--- src/rtl/word_ctx_pkg.sv ---
// word_ctx_pkg: shared state encoding, default fixed-point widths and the saturation helper.
package word_ctx_pkg;

    typedef enum logic [2:0] {IDLE, DOT, ERR, UPD, DONE} state_t;

    localparam int FIX_W_DEF = 16;
    localparam int FRAC_DEF  = 8;

    // Clamp a wide signed value into the signed range of 'width' bits (width <= 63).
    function automatic logic signed [63:0] sat_fx(input logic signed [63:0] value, input int width);
        logic signed [63:0] hi;
        logic signed [63:0] lo;
        hi = (64'sd1 <<< (width - 1)) - 64'sd1;
        lo = -(64'sd1 <<< (width - 1));
        return value > hi ? hi : (value < lo ? lo : value);
    endfunction

endpackage

--- src/rtl/fx_mul_shift.sv ---
// fx_mul_shift: signed a*b, arithmetic right shift by SHIFT, saturated to OUT_W bits.
//  i_a, i_b : signed W-bit operands
//  o_p      : saturated, shifted product (OUT_W bits)
//  o_sat    : high when the clamp changed the value
module fx_mul_shift
    import word_ctx_pkg::*;
#(
    parameter int W     = 16,
    parameter int SHIFT = 0,
    parameter int OUT_W = 2 * W
) (
    input  logic signed [W-1:0]     i_a,
    input  logic signed [W-1:0]     i_b,
    output logic signed [OUT_W-1:0] o_p,
    output logic                    o_sat
);

    logic signed [2*W-1:0] w_prod;
    logic signed [63:0]    w_shr;
    logic signed [63:0]    w_clip;

    assign w_prod = (2*W)'(i_a) * (2*W)'(i_b);
    assign w_shr  = 64'(w_prod) >>> SHIFT;
    assign w_clip = sat_fx(w_shr, OUT_W);
    assign o_p    = w_clip[OUT_W-1:0];
    assign o_sat  = w_clip != w_shr;

endmodule

--- src/rtl/word_context_update_seq.sv ---
// word_context_update_seq: serial skip-gram update step (dot, error, scaled vector updates).
//  clk, rst_n           : clock, asynchronous active-low reset
//  i_in_valid/o_in_ready: sample handshake; sample registered on accept
//  i_y_actual           : target value
//  i_word_embv          : word vector, element i at [i*FIX_W +: FIX_W]
//  i_context_embv       : context vector, same packing
//  o_out_valid/i_out_ready : result handshake; results held while stalled
//  o_y, o_error         : prediction and y_actual - y
//  o_new_word_embv      : word + lr*error*context
//  o_new_context_embv   : context + lr*error*word
//  o_sat_flag           : any saturation during this sample
module word_context_update_seq
    import word_ctx_pkg::*;
#(
    parameter int DIM      = 3,
    parameter int FIX_W    = FIX_W_DEF,
    parameter int FRAC     = FRAC_DEF,
    parameter int LR_SHIFT = 2,
    parameter int MODE     = 0
) (
    input  logic                   clk,
    input  logic                   rst_n,
    input  logic                   i_in_valid,
    output logic                   o_in_ready,
    input  logic [FIX_W-1:0]       i_y_actual,
    input  logic [DIM*FIX_W-1:0]   i_word_embv,
    input  logic [DIM*FIX_W-1:0]   i_context_embv,
    output logic                   o_out_valid,
    input  logic                   i_out_ready,
    output logic [FIX_W-1:0]       o_y,
    output logic [FIX_W-1:0]       o_error,
    output logic [DIM*FIX_W-1:0]   o_new_word_embv,
    output logic [DIM*FIX_W-1:0]   o_new_context_embv,
    output logic                   o_sat_flag
);

    localparam int ACC_W = 2 * FIX_W + $clog2(DIM + 1);
    localparam int IDX_W = DIM > 1 ? $clog2(DIM) : 1;
    // Two spare bits on the delta keep old+delta saturating exactly as with an unclamped delta.
    localparam int DW    = FIX_W + 2;
    localparam logic signed [FIX_W-1:0] ONE = FIX_W'(1 << FRAC);

    state_t r_state;
    state_t w_next;

    logic [IDX_W-1:0]           r_idx;
    logic [DIM*FIX_W-1:0]       r_w_vec;
    logic [DIM*FIX_W-1:0]       r_c_vec;
    logic [DIM*FIX_W-1:0]       r_nw_vec;
    logic [DIM*FIX_W-1:0]       r_nc_vec;
    logic signed [FIX_W-1:0]    r_ya;
    logic signed [FIX_W-1:0]    r_y;
    logic signed [FIX_W-1:0]    r_err;
    logic signed [ACC_W-1:0]    r_acc;
    logic                       r_sat;

    logic [FIX_W-1:0]           r_out_y;
    logic [FIX_W-1:0]           r_out_err;
    logic [DIM*FIX_W-1:0]       r_out_nw;
    logic [DIM*FIX_W-1:0]       r_out_nc;
    logic                       r_out_sat;
    logic                       r_out_valid;

    logic                       w_last;
    logic signed [FIX_W-1:0]    w_wi;
    logic signed [FIX_W-1:0]    w_ci;
    logic signed [2*FIX_W-1:0]  w_prod;
    logic                       w_dot_sat;
    logic signed [63:0]         w_y_sh;
    logic signed [63:0]         w_y_clip;
    logic signed [FIX_W-1:0]    w_y_lin;
    logic signed [FIX_W-1:0]    w_y;
    logic                       w_y_sat;
    logic signed [63:0]         w_e_diff;
    logic signed [63:0]         w_e_clip;
    logic                       w_e_sat;
    logic signed [DW-1:0]       w_dlt_w;
    logic signed [DW-1:0]       w_dlt_c;
    logic                       w_dlt_w_sat;
    logic                       w_dlt_c_sat;
    logic signed [63:0]         w_nw_sum;
    logic signed [63:0]         w_nc_sum;
    logic signed [63:0]         w_nw_clip;
    logic signed [63:0]         w_nc_clip;
    logic                       w_nw_sat;
    logic                       w_nc_sat;

    assign w_last = r_idx == IDX_W'(DIM - 1);
    assign w_wi   = r_w_vec[r_idx*FIX_W +: FIX_W];
    assign w_ci   = r_c_vec[r_idx*FIX_W +: FIX_W];

    fx_mul_shift #(.W(FIX_W), .SHIFT(0), .OUT_W(2*FIX_W)) u_dot (
        .i_a   (w_wi),
        .i_b   (w_ci),
        .o_p   (w_prod),
        .o_sat (w_dot_sat)
    );

    // Prediction: scale the accumulator back to Q format, saturate, optionally hard-sigmoid.
    assign w_y_sh   = 64'(r_acc) >>> FRAC;
    assign w_y_clip = sat_fx(w_y_sh, FIX_W);
    assign w_y_lin  = w_y_clip[FIX_W-1:0];
    assign w_y_sat  = w_y_clip != w_y_sh;
    assign w_y      = MODE != 0 ? (w_y_lin < 0 ? '0 : (w_y_lin > ONE ? ONE : w_y_lin)) : w_y_lin;
    assign w_e_diff = 64'(r_ya) - 64'(w_y);
    assign w_e_clip = sat_fx(w_e_diff, FIX_W);
    assign w_e_sat  = w_e_clip != w_e_diff;

    // Both updates use the original vectors, so one element of each is produced per cycle.
    fx_mul_shift #(.W(FIX_W), .SHIFT(FRAC + LR_SHIFT), .OUT_W(DW)) u_upd_w (
        .i_a   (r_err),
        .i_b   (w_ci),
        .o_p   (w_dlt_w),
        .o_sat (w_dlt_w_sat)
    );

    fx_mul_shift #(.W(FIX_W), .SHIFT(FRAC + LR_SHIFT), .OUT_W(DW)) u_upd_c (
        .i_a   (r_err),
        .i_b   (w_wi),
        .o_p   (w_dlt_c),
        .o_sat (w_dlt_c_sat)
    );

    assign w_nw_sum  = 64'(w_wi) + 64'(w_dlt_w);
    assign w_nc_sum  = 64'(w_ci) + 64'(w_dlt_c);
    assign w_nw_clip = sat_fx(w_nw_sum, FIX_W);
    assign w_nc_clip = sat_fx(w_nc_sum, FIX_W);
    assign w_nw_sat  = w_nw_clip != w_nw_sum;
    assign w_nc_sat  = w_nc_clip != w_nc_sum;

    always_ff @(posedge clk or negedge rst_n) begin
        if (!rst_n) r_state <= IDLE;
        else        r_state <= w_next;
    end

    always_comb begin
        w_next = r_state;
        case (r_state)
            IDLE:    w_next = i_in_valid ? DOT : IDLE;
            DOT:     w_next = w_last ? ERR : DOT;
            ERR:     w_next = UPD;
            UPD:     w_next = w_last ? DONE : UPD;
            DONE:    w_next = (r_out_valid && i_out_ready) ? IDLE : DONE;
            default: w_next = IDLE;
        endcase
    end

    always_ff @(posedge clk or negedge rst_n) begin
        if (!rst_n) begin
            r_idx       <= '0;
            r_w_vec     <= '0;
            r_c_vec     <= '0;
            r_nw_vec    <= '0;
            r_nc_vec    <= '0;
            r_ya        <= '0;
            r_y         <= '0;
            r_err       <= '0;
            r_acc       <= '0;
            r_sat       <= 1'b0;
            r_out_y     <= '0;
            r_out_err   <= '0;
            r_out_nw    <= '0;
            r_out_nc    <= '0;
            r_out_sat   <= 1'b0;
            r_out_valid <= 1'b0;
        end else begin
            case (r_state)
                IDLE: if (i_in_valid) begin
                    r_w_vec <= i_word_embv;
                    r_c_vec <= i_context_embv;
                    r_ya    <= i_y_actual;
                    r_acc   <= '0;
                    r_idx   <= '0;
                    r_sat   <= 1'b0;
                end
                DOT: begin
                    r_acc <= r_acc + ACC_W'(w_prod);
                    r_sat <= r_sat | w_dot_sat;
                    r_idx <= w_last ? '0 : r_idx + 1'b1;
                end
                ERR: begin
                    r_y   <= w_y;
                    r_err <= w_e_clip[FIX_W-1:0];
                    r_sat <= r_sat | w_y_sat | w_e_sat;
                end
                UPD: begin
                    r_nw_vec[r_idx*FIX_W +: FIX_W] <= w_nw_clip[FIX_W-1:0];
                    r_nc_vec[r_idx*FIX_W +: FIX_W] <= w_nc_clip[FIX_W-1:0];
                    r_sat <= r_sat | w_dlt_w_sat | w_dlt_c_sat | w_nw_sat | w_nc_sat;
                    r_idx <= w_last ? '0 : r_idx + 1'b1;
                end
                DONE: begin
                    // First DONE cycle publishes the results; they then stay until the next sample's DONE.
                    if (!r_out_valid) begin
                        r_out_y     <= r_y;
                        r_out_err   <= r_err;
                        r_out_nw    <= r_nw_vec;
                        r_out_nc    <= r_nc_vec;
                        r_out_sat   <= r_sat;
                        r_out_valid <= 1'b1;
                    end else if (i_out_ready) begin
                        r_out_valid <= 1'b0;
                    end
                end
                default: ;
            endcase
        end
    end

    assign o_in_ready         = r_state == IDLE;
    assign o_out_valid        = r_out_valid;
    assign o_y                = r_out_y;
    assign o_error            = r_out_err;
    assign o_new_word_embv    = r_out_nw;
    assign o_new_context_embv = r_out_nc;
    assign o_sat_flag         = r_out_sat;

endmodule
--- config.mk ---
export PLATFORM = sky130hd
export DESIGN_NAME = word_context_update_seq
export DESIGN_NICKNAME = d
export VERILOG_FILES = /design/src/rtl/word_ctx_pkg.sv /design/src/rtl/fx_mul_shift.sv /design/src/rtl/word_context_update_seq.sv
export SDC_FILE = /design/constraint.sdc
export NUM_CORES = 2
export LEC_CHECK = 0
export CAP_MARGIN = 20
export CORE_ASPECT_RATIO = 1.2
export CORE_MARGIN = 2
export CORE_UTILIZATION = 63
export CTS_BUF_LIST = sky130_fd_sc_hd__clkbuf_16
export CTS_CLUSTER_SIZE = 12
export DETAILED_ROUTE_END_ITERATION = 8
export HOLD_SLACK_MARGIN = 0.02
export PLACE_DENSITY = 0.83
export SYNTH_ARGS = -nofsm -noshare
export SYNTH_HDL_FRONTEND = slang
export SYNTH_SLANG_ARGS = --single-unit
--- constraint.sdc ---
create_clock -name clk -period 17.21 [get_ports clk]
set_clock_uncertainty 0.2 [all_clocks]
set_input_delay 2.5815 -clock clk [delete_from_list [all_inputs] [get_ports clk]]
set_output_delay 2.5815 -clock clk [all_outputs]
set_load 0.1 [all_outputs]
# Word level (Yosys, flattened, before mapping)
# Index checks and enable logic that the tools add are counted.
[totals]
ff_bits = 410
input_bits = 116
out_inout_bits = 131
elab_cells = 107
[classes]
addsub = 6
mul = 3
n_lt_le_gt_ge = 14
eq_ne = 13
shift = 5
n_mux = 30
bitwise_logic = 8
reduce_logical = 11
[ops]
columns = ["op", "count"]
rows = [
  ["64-bit two-way mux", 14],
  ["64-bit by 19-bit != test with 1-bit output", 2],
  ["64-bit by 22-bit != test with 1-bit output", 2],
  ["48-bit bitwise mux", 2],
  ["16-bit by 16-bit multiplier with 32-bit output", 3],
  ["16-bit by 34-bit variable part select with 48-bit output", 2],
  ["48-bit by 7-bit variable part select with 16-bit output", 2],
  ["34-bit one-hot mux with 2 select lines", 1],
  ["64-bit by 17-bit != test with 1-bit output", 1],
  ["64-bit by 26-bit != test with 1-bit output", 1],
  ["64-bit by 32-bit != test with 1-bit output", 1],
  ["16-bit by 34-bit variable shift with 48-bit output, first input constant", 1],
  ["22-bit by 18-bit greater-than comparator with 1-bit output, second input constant", 2],
  ["22-bit by 18-bit < comparator with 1-bit output, second input constant", 2],
  ["16-bit by 18-bit adder with 19-bit output", 2],
  ["19-bit by 16-bit greater-than comparator with 1-bit output, second input constant", 2],
  ["19-bit by 16-bit < comparator with 1-bit output, second input constant", 2],
  ["34-bit by 32-bit adder with 34-bit output", 1],
  ["34-bit two-way mux", 1],
  ["6-bit negator with 34-bit output", 1],
  ["32-bit greater-than comparator, second input constant", 1],
  ["32-bit < comparator, second input constant", 1],
  ["26-bit by 16-bit greater-than comparator with 1-bit output, second input constant", 1],
  ["26-bit by 16-bit < comparator with 1-bit output, second input constant", 1],
  ["other kinds (23)", 41],
]

# Depth between registers and ports, before layout
[depth]
word_depth = 13
ltp_mapped = 53
depth_no_buf = 48

# Modules after synthesis
# A second synthesis with hierarchy kept.
[hier_totals]
hier_cells = 5432
area_unflattened_um2 = 51844.7
[modules_own_cells]
columns = ["module", "n_inst", "cells_each", "area_each_um2"]
rows = [
  ["word_context_update_seq", 1, 1925, 20928.8],
  ["fx_mul_shift at u_upd_c", 1, 1183, 10401.2],
  ["fx_mul_shift at u_dot", 1, 1170, 10273.6],
  ["fx_mul_shift at u_upd_w", 1, 1154, 10241.1],
]

# Worst setup path after synthesis
# No wires, ideal clock.
[synth_path]
path_kind = "reg2reg"
from = "reg r_idx[1]"
to = "reg r_sat"
arrival_ns = 12.078
setup_slack_ns = 4.803
stages_incl_launch_ff = 51
path_buffers = 5
period_less_slack_ns = 12.407
path_cell_list = "dfrtp_1 -> buf_4 -> buf_1 -> clkbuf_1 -> mux2i_1 -> nor2_1 -> a21oi_1 -> clkinv_1 -> clkbuf_1 -> nand2_1 -> fa_1 -> inv_1 -> fa_1 -> fa_1 -> fa_1 -> fa_1 -> inv_1 -> fa_1 -> (+15 left out) -> fa_1 -> a21oi_1 -> o2111ai_1 -> o211a_1 -> o2111ai_1 -> a31oi_1 -> a21o_1 -> and2_1 -> inv_1 -> o2111ai_1 -> ha_1 -> o21ai_0 -> o311ai_0 -> a2bb2oi_1 -> a21oi_1 -> o21ai_0 -> nor4_1 -> o21ai_1"
[synth_between]
elab_chain_cells = 13
[synth_rtl]
columns = ["element", "line_no", "text"]
rows = [
  ["from (decl)", "word_context_update_seq.sv:46", "logic [IDX_W-1:0] r_idx;"],
  ["from (signal assigned)", "word_context_update_seq.sv:179", "r_idx <= w_last ? '0 : r_idx + 1'b1;"],
  ["from (signal assigned)", "word_context_update_seq.sv:190", "r_idx <= w_last ? '0 : r_idx + 1'b1;"],
  ["48-bit by 7-bit variable part select with 16-bit output", "word_context_update_seq.sv:90", "assign w_ci = r_c_vec[r_idx*FIX_W +: FIX_W];"],
  ["16-bit by 16-bit multiplier with 32-bit output", "fx_mul_shift.sv:22", "assign w_prod = (2*W)'(i_a) * (2*W)'(i_b);"],
  ["22-bit by 18-bit < comparator with 1-bit output", "word_ctx_pkg.sv:15", "return value > hi ? hi : (value < lo ? lo : value);"],
  ["64-bit two-way mux (2 in a row)", "word_ctx_pkg.sv:15", ""],
  ["16-bit by 18-bit adder with 19-bit output", "word_context_update_seq.sv:124", "assign w_nw_sum = 64'(w_wi) + 64'(w_dlt_w);"],
  ["19-bit by 16-bit < comparator with 1-bit output", "word_ctx_pkg.sv:15", ""],
  ["64-bit two-way mux (2 in a row)", "word_ctx_pkg.sv:15", ""],
  ["64-bit by 19-bit != test with 1-bit output", "word_context_update_seq.sv:128", "assign w_nw_sat = w_nw_clip != w_nw_sum;"],
  ["1-bit OR (2 in a row)", "word_context_update_seq.sv:189", "r_sat <= r_sat | w_dlt_w_sat | w_dlt_c_sat | w_nw_sat | w_nc_sat;"],
  ["1-bit one-hot mux with 4 select lines *", "word_context_update_seq.sv:167", "case (r_state)"],
  ["to (signal assigned)", "word_context_update_seq.sv:178", "r_sat <= r_sat | w_dot_sat;"],
  ["to (signal assigned)", "word_context_update_seq.sv:184", "r_sat <= r_sat | w_y_sat | w_e_sat;"],
  ["to (signal assigned)", "word_context_update_seq.sv:189", ""],
  ["to (decl)", "word_context_update_seq.sv:55", "logic r_sat;"],
]
# Mark *: on every way between the ends. The rest lies on a longest branch, timed or not.
# A chain may end at the register's enable or synchronous reset.

# Worst setup path in the final report
# Ends and elaborated chain as after synthesis.

==> run summary <==
The logs give 0 for the number of maximum-capacitance constraint violations and 14600 ps for the data arrival time of the critical path. For the final number of max-transition violations, the log shows 0. The sequential cell area fraction in the yosys report was 0.203; the fraction of registers with async set or reset after synthesis was 1.00. The run gives 17490 ps as the data required time at the worst endpoint. For this design the top-level I/O count stands at 247.

The initial cell density of the core was 0.636; the global placement routability congestion was 0.989. Count of antenna diodes in the layout: 0. Dividing the detail-routed via count by the number of cells gives 5.98. The number of clock sinks seen by CTS was 410; the number of storage elements in the synthesis netlist was 410.

Sorting the synthesized cells by area gives the leading types as fa_1 (31%), dfrtp_1 (20%), ha_1 (8.4%). The cell that appears most often on the critical path is fa_1. The number of buffers created by CTS is 44, and the average cell area after synthesis is 9.63 sq um.

The run gives 3 as the maximum clock insertion buffer count. Internal reg-to-reg setup slack: 2880 ps. The combined flip-flop and latch cell area is 10300 sq um, and the area overhead of the layout relative to synthesis is 9.55%. The floorplan step defined a die boundary enclosing 82400 sq um. The H-tree was split into 2 levels. Layout cell share with drive strength beyond 1: 0.0809. The startpoint of the lowest-slack hold path is r_nc_vec[36]$_DFFE_PN0P_. Summing all multi-input logic gate instances after layout gives 35900 sq um. TritonCTS built the clock tree. The cell chosen for the clock root was clkbuf_16. The clock latency of the later-clocked register in the worst-skew pair was 610 ps. Post-CTS timing repair inserted 0 buffers for setup. The worst hold path passes through 2 cells.

The count of input and output buffers works out to 246. The average detailed-routed wire length per instance was 21.5 microns. Number of distinct standard cells referenced by the synthesized netlist: 93. Path category of the worst min-delay check: register to register.

Across all layers, the routed design uses 38500 vias. The clock-pin transition on the worst setup and hold timing paths came out at 80 ps. Entering global routing, the biggest net connects 163 pins. The share of the cycle needed by the critical path after routing is 0.832. Once detail routing completed, the nets flagged for antenna violations numbered 0. For the hold-fix buffer count after cts, the log shows 0. The first-pass GRT wire length is 222000 microns, and the number of DRC markers after the initial detailed-route iteration is 2986. For this run, the detailed router's first-pass iteration total came to 5. After layout, the minimum clock period comes to 14330 ps.

The setup TNS was 0 ps. Setup repair after global routing left no endpoint under its margin. Measured in cells, the most critical reg-to-reg path has a length of 47.

The synthesized design spends more area on one cell type than any other, namely fa_1. The worst setup path is captured at a register. The placeable core region is 79300 sq um, and the number of nets produced by synthesis is 6485.

The width of the die was 262 microns. The number of global-route vias before repair is 40900. The tools report the endpoint with the worst hold slack as r_nc_vec[36]$_DFFE_PN0P_.

The worst-path maximum fanout was 36; the relative slew slack was 0.168. Worst-path cell with the longest stage delay: a21oi_1. The die outline height is 314 microns, and the portion of synthesized cell area occupied by the leading cell type is 0.312. The cell area that synthesis handed to floorplanning was 50500 sq um. Yosys printed 0 warnings. For this run, design rule violations remaining after detail routing come to 0. The start-to-end type of the worst setup path was register to register.

The destination of the worst register-to-register timing path is r_sat$_DFFE_PN0P_. The number of enable-type register cells in the synthesized netlist came out at 0. Static timing analysis puts the maximum clock frequency at 69.8 MHz. After global routing the overflow that remains totals 0. The logs give 6620 for the final net count and 5893 for the layout filler cell count. The number of endpoints failing setup at the final stage was 0.

The number of standard cells after synthesis is 5244, and the combined global-route utilization of all metal layers is 0.344. The slew at the pin closest to its max-slew limit is 1250 ps. Nature of the critical path startpoint: a register.

The row count is 113, and the placed wire-length estimate is 104000 microns. For the total count of hold-check failures in the final report, the log shows 0. The flow ran to the end, and the final reports show no timing, DRC or antenna violations. The number of antenna violations at the first check in global routing was 1; the critical path's largest stage delay was 760 ps.

The number of gates resized after CTS was 0. The routed design has 138000 microns of wire. The most instantiated flip-flop cell in the synthesis netlist is dfrtp_1.

The startpoint identified for the worst register-to-register timing path is r_idx[1]$_DFFE_PN0P_.
[layout make-up]
| class | instances | share of cell area |
|---|---|---|
| sequential | 410 | 0.186 |
| timing repair buffer | 320 | 0.0554 |
| tap | 1035 | 0.0234 |
| clock buffer | 44 | 0.0199 |
| clock inverter | 25 | 0.00357 |
| inverter | 925 | 0.0629 |
| multi-input combinational | 3678 | 0.649 |
[worst max path at each step]
stage,from,to,slack (ps),depth (start not counted)
2_1_floorplan,r_idx[1]$_DFFE_PN0P_,r_sat$_DFFE_PN0P_,4800,50
3_3_place_gp,r_idx[1]$_DFFE_PN0P_,r_sat$_DFFE_PN0P_,3390,43
3_5_place_dp,r_idx[1]$_DFFE_PN0P_,r_sat$_DFFE_PN0P_,2970,44
4_1_cts,r_idx[1]$_DFFE_PN0P_,r_sat$_DFFE_PN0P_,2940,44
5_1_grt,r_idx[1]$_DFFE_PN0P_,r_sat$_DFFE_PN0P_,2090,44
6_report,r_idx[1]$_DFFE_PN0P_,r_sat$_DFFE_PN0P_,2880,47
[cells in the mapped netlist, drive strengths merged, types with 26 or more instances]
master,instances
a21o,54
a21oi,149
a22o,40
a31oi,26
and2,272
clkbuf,215
dfrtp,410
fa,788
ha,337
inv,917
mux2,244
mux2i,44
nand2,617
nand2b,34
nand3,43
nor2,232
nor3,52
o21a,36
o21ai,212
o22ai,32
xnor2,102
xor2,49
[sequential cells by signal, indices dropped and copies added (netlist names), 2 cells and up]
register,flops
o_error,16
o_new_context_embv,48
o_new_word_embv,48
o_y,16
r_acc,34
r_c_vec,48
r_err,16
r_idx,2
r_nc_vec,48
r_nw_vec,48
r_state,3
r_w_vec,48
r_y,16
r_ya,16
[cells in the final DEF (no fill, tap or decap), types with 15 or more instances in the layout]
cell type	n
inv_1	921
fa_1	788
nand2_1	616
dfrtp_1	406
ha_1	337
and2_1	271
clkdlybuf4s50_1	245
mux2_2	244
nor2_1	229
o21ai_0	186
a21oi_1	144
xnor2_1	102
buf_4	71
a21o_1	54
nor3_1	51
xor2_1	49
clkbuf_16	45
mux2i_1	44
nand3_1	43
a22o_1	40
o21a_1	36
nand2b_1	32
o22ai_1	32
a31oi_1	26
o21bai_1	23
nand4_1	20
o211ai_1	18
and3_1	18
nor2b_1	17
o21ai_1	16
a211oi_1	15
or3_1	15
maj3_1	15
[per-layer routing]
layer  routed length (microns)  track usage  up-vias  share of wire
met5                         0            0        -              0
met4                      9330        0.192        0          0.067
met3                      9950       0.0525      502          0.072
met2                     68400        0.595     1660           0.49
met1                     50700        0.416    19400           0.37
li1                          -            -    16900              -
[critical path: cells and delay by family, from the launching register on]
family,cells,cell delay [ps]
compound gates,20,4990
buf+inv,8,1800
xor+xnor,1,180
fa+ha+maj,11,4950
simple gates,7,1630
flops,1,340
[metrics by stage]
stage | hold slack (ps) | worst slack [ps] | instance area (sq um) | instances | utilization
2_1_floorplan | 244 | 4800 | 50500 | 5244 | -
3_3_place_gp | 256 | 3390 | 53900 | 6363 | 0.680
3_5_place_dp | 265 | 2970 | 53900 | 6364 | 0.680
4_1_cts | 278 | 2940 | 55200 | 6433 | 0.697
5_1_grt | 305 | 2090 | 55300 | 6437 | 0.697
6_report | 273 | 2880 | 55300 | 6437 | 0.697
[kinds of logic after synthesis]
family | share of synthesized area
buffers and inverters | 0.0867
AO/OA/AOI/OAI | 0.0935
flip-flops | 0.203
multiplexers | 0.0632
AND/OR/NAND/NOR | 0.128
XOR/XNOR | 0.0266
adder cells (fa/ha/maj) | 0.399
Power is not shown: default switching activity piles up to over one toggle a cycle in this logic, so the estimate is an artifact.
